$ cat config.mk
export PLATFORM = sky130hd
export DESIGN_NAME = rgb_pwm_array
export DESIGN_NICKNAME = d
export VERILOG_FILES = /design/src/rtl/rgb_pwm_pkg.sv /design/src/rtl/btn_debounce.sv /design/src/rtl/rgb_pwm_array.sv
export SDC_FILE = /design/constraint.sdc
export NUM_CORES = 1
export LEC_CHECK = 0
export CELL_PAD_IN_SITES_DETAIL_PLACEMENT = 0
export CELL_PAD_IN_SITES_GLOBAL_PLACEMENT = 1
export CORE_ASPECT_RATIO = 2
export CORE_MARGIN = 5
export CORE_UTILIZATION = 43
export DETAILED_ROUTE_END_ITERATION = 7
export GPL_TIMING_DRIVEN = 0
export PLACE_DENSITY_LB_ADDON = 0.2
export RECOVER_POWER = 50
export SLEW_MARGIN = 20
export SYNTH_ARGS = -nofsm -noshare
export SYNTH_HDL_FRONTEND = slang
export SYNTH_SLANG_ARGS = --single-unit
$ cat constraint.sdc
create_clock -name clk -period 2.6 [get_ports clk]
set_input_delay 0.52 -clock clk [delete_from_list [all_inputs] [get_ports clk]]
set_output_delay 0.52 -clock clk [all_outputs]
set_load 0.01 [all_outputs]
$ cat src/rtl/rgb_pwm_pkg.sv
// Shared constants and helpers for the RGB PWM array: color indices and the
// component-index decoder (k = 3*ch + color).
package rgb_pwm_pkg;

  localparam int unsigned COLOR_R  = 0;
  localparam int unsigned COLOR_G  = 1;
  localparam int unsigned COLOR_B  = 2;
  localparam int unsigned N_COLORS = 3;

  typedef struct packed {
    int unsigned ch;
    int unsigned color;
  } comp_idx_t;

  function automatic comp_idx_t comp_decode(input int unsigned k);
    comp_idx_t idx;
    idx.ch    = k / N_COLORS;
    idx.color = k % N_COLORS;
    return idx;
  endfunction

endpackage

$ cat src/rtl/btn_debounce.sv
// One button input: 2-flop synchroniser, tick-sampled debounce and a one-cycle
// press pulse on each debounced 0->1 transition.
module btn_debounce (
  input  logic clk,
  input  logic rst,
  input  logic tick,
  input  logic btn_raw,
  output logic press
);

  logic sync1_q, sync1_d;
  logic sync2_q, sync2_d;
  logic samp_q, samp_d;
  logic level_q, level_d;
  logic agree;

  always_comb begin
    sync1_d = btn_raw;
    sync2_d = sync1_q;
    // samp_q holds the previous tick sample; the level moves only when the
    // current sample matches it.
    agree   = tick && (sync2_q == samp_q);
    samp_d  = tick ? sync2_q : samp_q;
    level_d = agree ? sync2_q : level_q;
    press   = level_d & ~level_q;
  end

  always_ff @(posedge clk) begin
    if (rst) begin
      sync1_q <= 1'b0;
      sync2_q <= 1'b0;
      samp_q  <= 1'b0;
      level_q <= 1'b0;
    end else begin
      sync1_q <= sync1_d;
      sync2_q <= sync2_d;
      samp_q  <= samp_d;
      level_q <= level_d;
    end
  end

endmodule

$ cat src/rtl/rgb_pwm_array.sv
// Button-controlled array of RGB PWM channels with one shared PWM counter.
// Optional breathing effect is enabled by defining RGB_BREATHE_EN.
module rgb_pwm_array
  import rgb_pwm_pkg::*;
#(
  parameter int N_CH     = 2,
  parameter int PWM_W    = 8,
  parameter int STEP     = 16,
  parameter int TICK_DIV = 125000
) (
  input  logic                          clk,
  input  logic                          rst,
  input  logic [3:1]                    btn,
`ifdef RGB_BREATHE_EN
  input  logic                          breathe,
`endif
  output logic [$clog2(3*N_CH)-1:0]     sel_out,
  output logic [N_CH-1:0]               r_out,
  output logic [N_CH-1:0]               g_out,
  output logic [N_CH-1:0]               b_out
);

  localparam int N_COMP = 3 * N_CH;
  localparam int SEL_W  = $clog2(N_COMP);
  localparam int PRE_W  = $clog2(TICK_DIV);

  localparam logic [PWM_W-1:0] DUTY_MAX = '1;
  localparam logic [PWM_W-1:0] CNT_LAST = PWM_W'((1 << PWM_W) - 2);
  localparam logic [PWM_W-1:0] STEP_V   = PWM_W'(STEP);
  localparam logic [SEL_W-1:0] SEL_LAST = SEL_W'(N_COMP - 1);
  localparam logic [PRE_W-1:0] PRE_LAST = PRE_W'(TICK_DIV - 1);

  logic [PRE_W-1:0] pre_q, pre_d;
  logic             tick;
  logic [3:1]       press;

  logic [SEL_W-1:0] sel_q, sel_d;
  logic [PWM_W-1:0] duty_q   [N_COMP];
  logic [PWM_W-1:0] duty_d   [N_COMP];
  logic [PWM_W-1:0] shadow_q [N_COMP];
  logic [PWM_W-1:0] shadow_d [N_COMP];
  logic [PWM_W-1:0] eff_duty [N_COMP];

  logic [PWM_W-1:0] cnt_q, cnt_d;
  logic             cnt_wrap;

  logic [PWM_W-1:0] cur_duty;
  logic [PWM_W:0]   up_sum;
  logic [PWM_W-1:0] up_val, dn_val;

  always_comb begin
    tick  = (pre_q == PRE_LAST);
    pre_d = tick ? '0 : pre_q + PRE_W'(1);
  end

  for (genvar b = 1; b <= 3; b++) begin : g_btn
    btn_debounce u_db (
      .clk     (clk),
      .rst     (rst),
      .tick    (tick),
      .btn_raw (btn[b]),
      .press   (press[b])
    );
  end

  always_comb begin
    cur_duty = duty_q[sel_q];
    up_sum   = {1'b0, cur_duty} + {1'b0, STEP_V};
    up_val   = up_sum[PWM_W] ? DUTY_MAX : up_sum[PWM_W-1:0];
    dn_val   = (cur_duty < STEP_V) ? '0 : cur_duty - STEP_V;
  end

  // Duty changes use the pre-advance sel; opposing up/down events cancel.
  always_comb begin
    sel_d  = sel_q;
    duty_d = duty_q;
    if (press[2] != press[3]) begin
      duty_d[sel_q] = press[2] ? up_val : dn_val;
    end
    if (press[1]) begin
      sel_d = (sel_q == SEL_LAST) ? '0 : sel_q + SEL_W'(1);
    end
  end

  always_comb begin
    cnt_wrap = (cnt_q == CNT_LAST);
    cnt_d    = cnt_wrap ? '0 : cnt_q + PWM_W'(1);
    shadow_d = cnt_wrap ? duty_q : shadow_q;
  end

`ifdef RGB_BREATHE_EN
  logic [PWM_W-1:0] ramp_q, ramp_d;
  logic             ramp_dn_q, ramp_dn_d;

  always_comb begin
    ramp_d    = ramp_q;
    ramp_dn_d = ramp_dn_q;
    if (!breathe) begin
      ramp_d    = '0;
      ramp_dn_d = 1'b0;
    end else if (tick) begin
      if (!ramp_dn_q) begin
        if (ramp_q == DUTY_MAX) begin
          ramp_dn_d = 1'b1;
          ramp_d    = ramp_q - PWM_W'(1);
        end else begin
          ramp_d    = ramp_q + PWM_W'(1);
        end
      end else begin
        if (ramp_q == '0) begin
          ramp_dn_d = 1'b0;
          ramp_d    = ramp_q + PWM_W'(1);
        end else begin
          ramp_d    = ramp_q - PWM_W'(1);
        end
      end
    end
  end

  always_ff @(posedge clk) begin
    if (rst) begin
      ramp_q    <= '0;
      ramp_dn_q <= 1'b0;
    end else begin
      ramp_q    <= ramp_d;
      ramp_dn_q <= ramp_dn_d;
    end
  end
`endif

  always_comb begin
    for (int k = 0; k < N_COMP; k++) begin
      eff_duty[k] = shadow_q[k];
`ifdef RGB_BREATHE_EN
      if (breathe && (ramp_q < shadow_q[k])) eff_duty[k] = ramp_q;
`endif
    end
  end

  always_comb begin
    comp_idx_t idx;
    logic      on;
    idx   = '0;
    on    = 1'b0;
    r_out = '0;
    g_out = '0;
    b_out = '0;
    for (int unsigned k = 0; k < N_COMP; k++) begin
      idx = comp_decode(k);
      on  = (cnt_q < eff_duty[k]);
      case (idx.color)
        COLOR_R: r_out[idx.ch] = on;
        COLOR_G: g_out[idx.ch] = on;
        COLOR_B: b_out[idx.ch] = on;
        default: ;
      endcase
    end
  end

  assign sel_out = sel_q;

  always_ff @(posedge clk) begin
    if (rst) begin
      pre_q <= '0;
      cnt_q <= '0;
      sel_q <= '0;
      for (int k = 0; k < N_COMP; k++) begin
        duty_q[k]   <= '0;
        shadow_q[k] <= '0;
      end
    end else begin
      pre_q    <= pre_d;
      cnt_q    <= cnt_d;
      sel_q    <= sel_d;
      duty_q   <= duty_d;
      shadow_q <= shadow_d;
    end
  end

endmodule

==> impl_metrics.yaml <==
clock_tree:
  cts_max_level: 4
  ctsHoldBuffers: 0
  root_buffer: "clkbuf_16"
  cts_buffers: 17
  clk_latency_ps: 420
  clk_path_buf_depth: 2
  clkTransAtPathRegs_ps: 50
  cts_tree: "built"
  cts_sinks: 136
die:
  die_w_um: 99.0
  core_area_um2: 15700
  die_height_um: 188
  start_util: 0.434
  row_count: 65
  ios: 14
  die-area_um2: 18600
timing:
  skew_ps: 7.35
  whs_ps: 451
  setup_viol: 3
  tightest_slew_ps: 876
  fmax_mhz: 376
  worst_slack_ps: -61.2
  rsz0062_at_grt: "true"
  final-max-slew-violation-count: 0
  hold_viol: 0
  fin_setup_tns_ps: -122
  final.period_utilization: 1.02
  slew_headroom: 0.416
  min_period_ps: 2660
cells_and_area:
  layout.cells.non_filler: 1059
  antennaDiodeCount: 0
  n_fill_cell: 1497
  drive_gt1_frac: 0.164
  final_core_utilization: 0.523
  syn2layout_area_growth_pct: 20.6
  fin_nets: 897
synth:
  syn_avg_cell_area_um2: 8.57
  ys.flop_type: "dfxtp_1"
  netlist_area_um2: 6820
  post_synth_num_cell_types: 55
  ys_warn_count: 0
  yosysSeqAreaShare: 0.399
  synth_edf_count: 0
  syn_inst: 795
  synth-seq-cells: 136
  syn-num-nets: 847
  ys_async_sr_fraction: 0
power_and_ir_drop:
  p_per_area_nw_per_um2: 576
  power.static_leakage_nw: 2.94
  ir_drop_uv: 524
place:
  hpwlAfterDp_mm: 15.7
  portBuffers: 13
  dpl.cell_count: 1009
  gp_congestion: 0.957
  pre_cts_slack_ps: -977
global_routing:
  grt.overflow.total: 0
  antenna_found_initial: 0
  grt_max_degree: 17
  grt_pass1_wl_mm: 32.6
  track_usage: 0.229
  grt_pass1_vias: 6122
critical_path:
  cp-end-kind: "output pin"
  slowest_stage: "dfxtp_4"
  cp_cell_sequence: "buf_4 > ha_1 > a21o_1 > a21o_1 > a211oi_2 > o21bai_1 > a31oi_1 > buf_2"
  timing.critical_path.mode_cell: "a21o_1"
  crit_required_ps: 2080
  max_stage_delay_ps: 390
  crit_arrival_ps: 2140
  worstReg2RegStart: "pre_q[1]"
  critical_path_class: "flip-flop to output pin"
  rrSetupSlack_ps: 30
  worst_r2r_endpoint: "duty_q[30]"
  start_kind: "flip-flop"
  r2r_cells: 10
  cp_max_fo: 8
route:
  first_iter_violations: 347
  wl_per_cell_um: 19.5
  antenna_left: 0
  routed-via-count: 5863
  viasPerCell: 5.54
  drtPass1Iterations: 4
  wl_mm: 20.6
  drc: 0
hold_path:
  min_path_cells: 1
  min_to: "g_btn[3].u_db.sync2_q"
  min_from: "g_btn[3].u_db.sync1_q"
  worstHoldPathType: "flip-flop to flip-flop"
outcome:
  violations: "negative setup slack"
  status: "finished, violations left"
job:
  cap_violations: 0
critical path, delay by kind of cell, from the launching register on:
kind / cells / cell delay (ps)
fa+ha+maj: 1 / 260
buf+inv: 2 / 290
flops: 1 / 390
compound gates: 5 / 780
how the worst max path moves through the flow:
stage | cells past startpoint | to | from
2_1_floorplan | 10 | duty_q[40] | sel_out[0]
3_3_place_gp | 10 | duty_q[40] | sel_out[0]
3_5_place_dp | 10 | duty_q[24] | sel_out[0]
4_1_cts | 7 | b_out[0] | cnt_q[1]
5_1_grt | 10 | duty_q[28] | pre_q[1]
6_report | 8 | g_out[0] | cnt_q[1]
cells by family (layout without fill, tap and decap cells):
logic type	Yosys count	in the layout	synth area share
compound gates	185	185	0.182
flops	136	136	0.399
buf+inv	98	161	0.0591
mux	29	29	0.0492
simple gates	278	278	0.195
fa+ha+maj	47	47	0.0863
xor+xnor	22	22	0.0283
area by class of cell:
cell class,count,area [um^2],area share
multi-input combinational,561,3920,0.477
sequential,136,2740,0.333
clock buffer,25,495,0.0603
timing repair buffer,36,299,0.0364
tap,201,251,0.0306
buffer,41,226,0.0276
inverter,52,195,0.0238
clock inverter,7,91.3,0.0111
per-layer routing:
layer,share of wire,vias up,track usage
met1,0.35,2821,0.212
met4,0.066,0,0.151
met2,0.56,119,0.441
li1,-,2865,-
met3,0.029,58,0.0391
met5,0,-,0
placed cells by master, fill, tap and decap left out, types with 5 or more instances in the layout:
cell,Yosys,routed
inv_1,52,52
nor3_1,9,9
ha_1,47,44
a31oi_1,7,6
clkbuf_16,0,17
a311oi_1,18,15
mux2_2,6,5
nor2b_1,11,9
and3_1,7,5
nor2_1,69,65
clkbuf_8,0,5
a21o_1,20,20
dfxtp_2,0,8
o211a_1,6,6
buf_6,2,5
nand2_1,115,113
nand2b_1,18,17
a21oi_1,59,59
a211oi_1,28,20
and2_1,7,5
xor2_1,13,13
clkbuf_1,29,28
nand4_1,8,8
mux2i_1,20,19
xnor2_1,9,9
o21bai_1,15,15
a211oi_2,2,10
buf_4,2,20
dfxtp_1,136,126
buf_2,9,13
nand3_1,12,12
o21ai_0,15,14
timing repair:
item	in CTS	in global routing
endpoints found under the setup margin	72	71
pin swaps	19	20
buffers inserted	17	6
resized for setup	65	46
stage by stage:
stage / cell area [um^2] / power [mW]
after floorplan: 6820 / 2.28
after global placement: 7200 / 2.37
after detailed placement: 7200 / 2.38
after CTS: 8040 / 4.76
after global routing: 8220 / 4.88
final: 8220 / 4.73
synthesized netlist by cell type, types with 2 or more instances:
| cell type | instances | area share |
|---|---|---|
| a211oi_1 | 28 | 0.031 |
| a211oi_2 | 2 | 0.0037 |
| a21o_1 | 20 | 0.022 |
| a21oi_1 | 59 | 0.043 |
| a222oi_1 | 2 | 0.0029 |
| a22oi_1 | 5 | 0.0055 |
| a311oi_1 | 18 | 0.023 |
| a31oi_1 | 7 | 0.0064 |
| and2_1 | 7 | 0.0064 |
| and3_1 | 7 | 0.0064 |
| buf_1 | 3 | 0.0017 |
| buf_2 | 9 | 0.0066 |
| buf_4 | 2 | 0.0022 |
| buf_6 | 2 | 0.0033 |
| clkbuf_1 | 29 | 0.016 |
| dfxtp_1 | 136 | 0.40 |
| ha_1 | 47 | 0.086 |
| inv_1 | 52 | 0.029 |
| mux2_2 | 6 | 0.0099 |
| mux2i_1 | 20 | 0.029 |
| mux4_2 | 3 | 0.0099 |
| nand2_1 | 115 | 0.063 |
| nand2b_1 | 18 | 0.017 |
| nand3_1 | 12 | 0.0088 |
| nand3b_1 | 2 | 0.0022 |
| nand4_1 | 8 | 0.0073 |
| nor2_1 | 69 | 0.038 |
| nor2b_1 | 11 | 0.010 |
| nor3_1 | 9 | 0.0066 |
| nor4b_1 | 2 | 0.0026 |
| nor4b_2 | 2 | 0.0044 |
| nor4bb_1 | 2 | 0.0029 |
| o211a_1 | 6 | 0.0088 |
| o21ai_0 | 15 | 0.011 |
| o21ai_1 | 2 | 0.0015 |
| o21bai_1 | 15 | 0.017 |
| o22ai_1 | 3 | 0.0028 |
| or3_1 | 3 | 0.0028 |
| xnor2_1 | 9 | 0.012 |
| xor2_1 | 13 | 0.017 |
registers in the layout (all words and copies together) (netlist names):
signal              count
eff_duty               48
g_btn.u_db.sync1_q      3
duty_q                 48
sel_out                 3
g_btn.u_db.sync2_q      3
g_btn.u_db.level_q      3
cnt_q                   8
pre_q                  17
g_btn.u_db.samp_q       3
report_power, final:
part           leakage [nW]  switching (mW)  internal (mW)
combinational          1.56           0.120         0.0961
clock                 0.287           0.886           1.51
sequential             1.10          0.0197           2.10
total                  2.94            1.03           3.70
No activity file was read; power rests on OpenSTA's default activity.
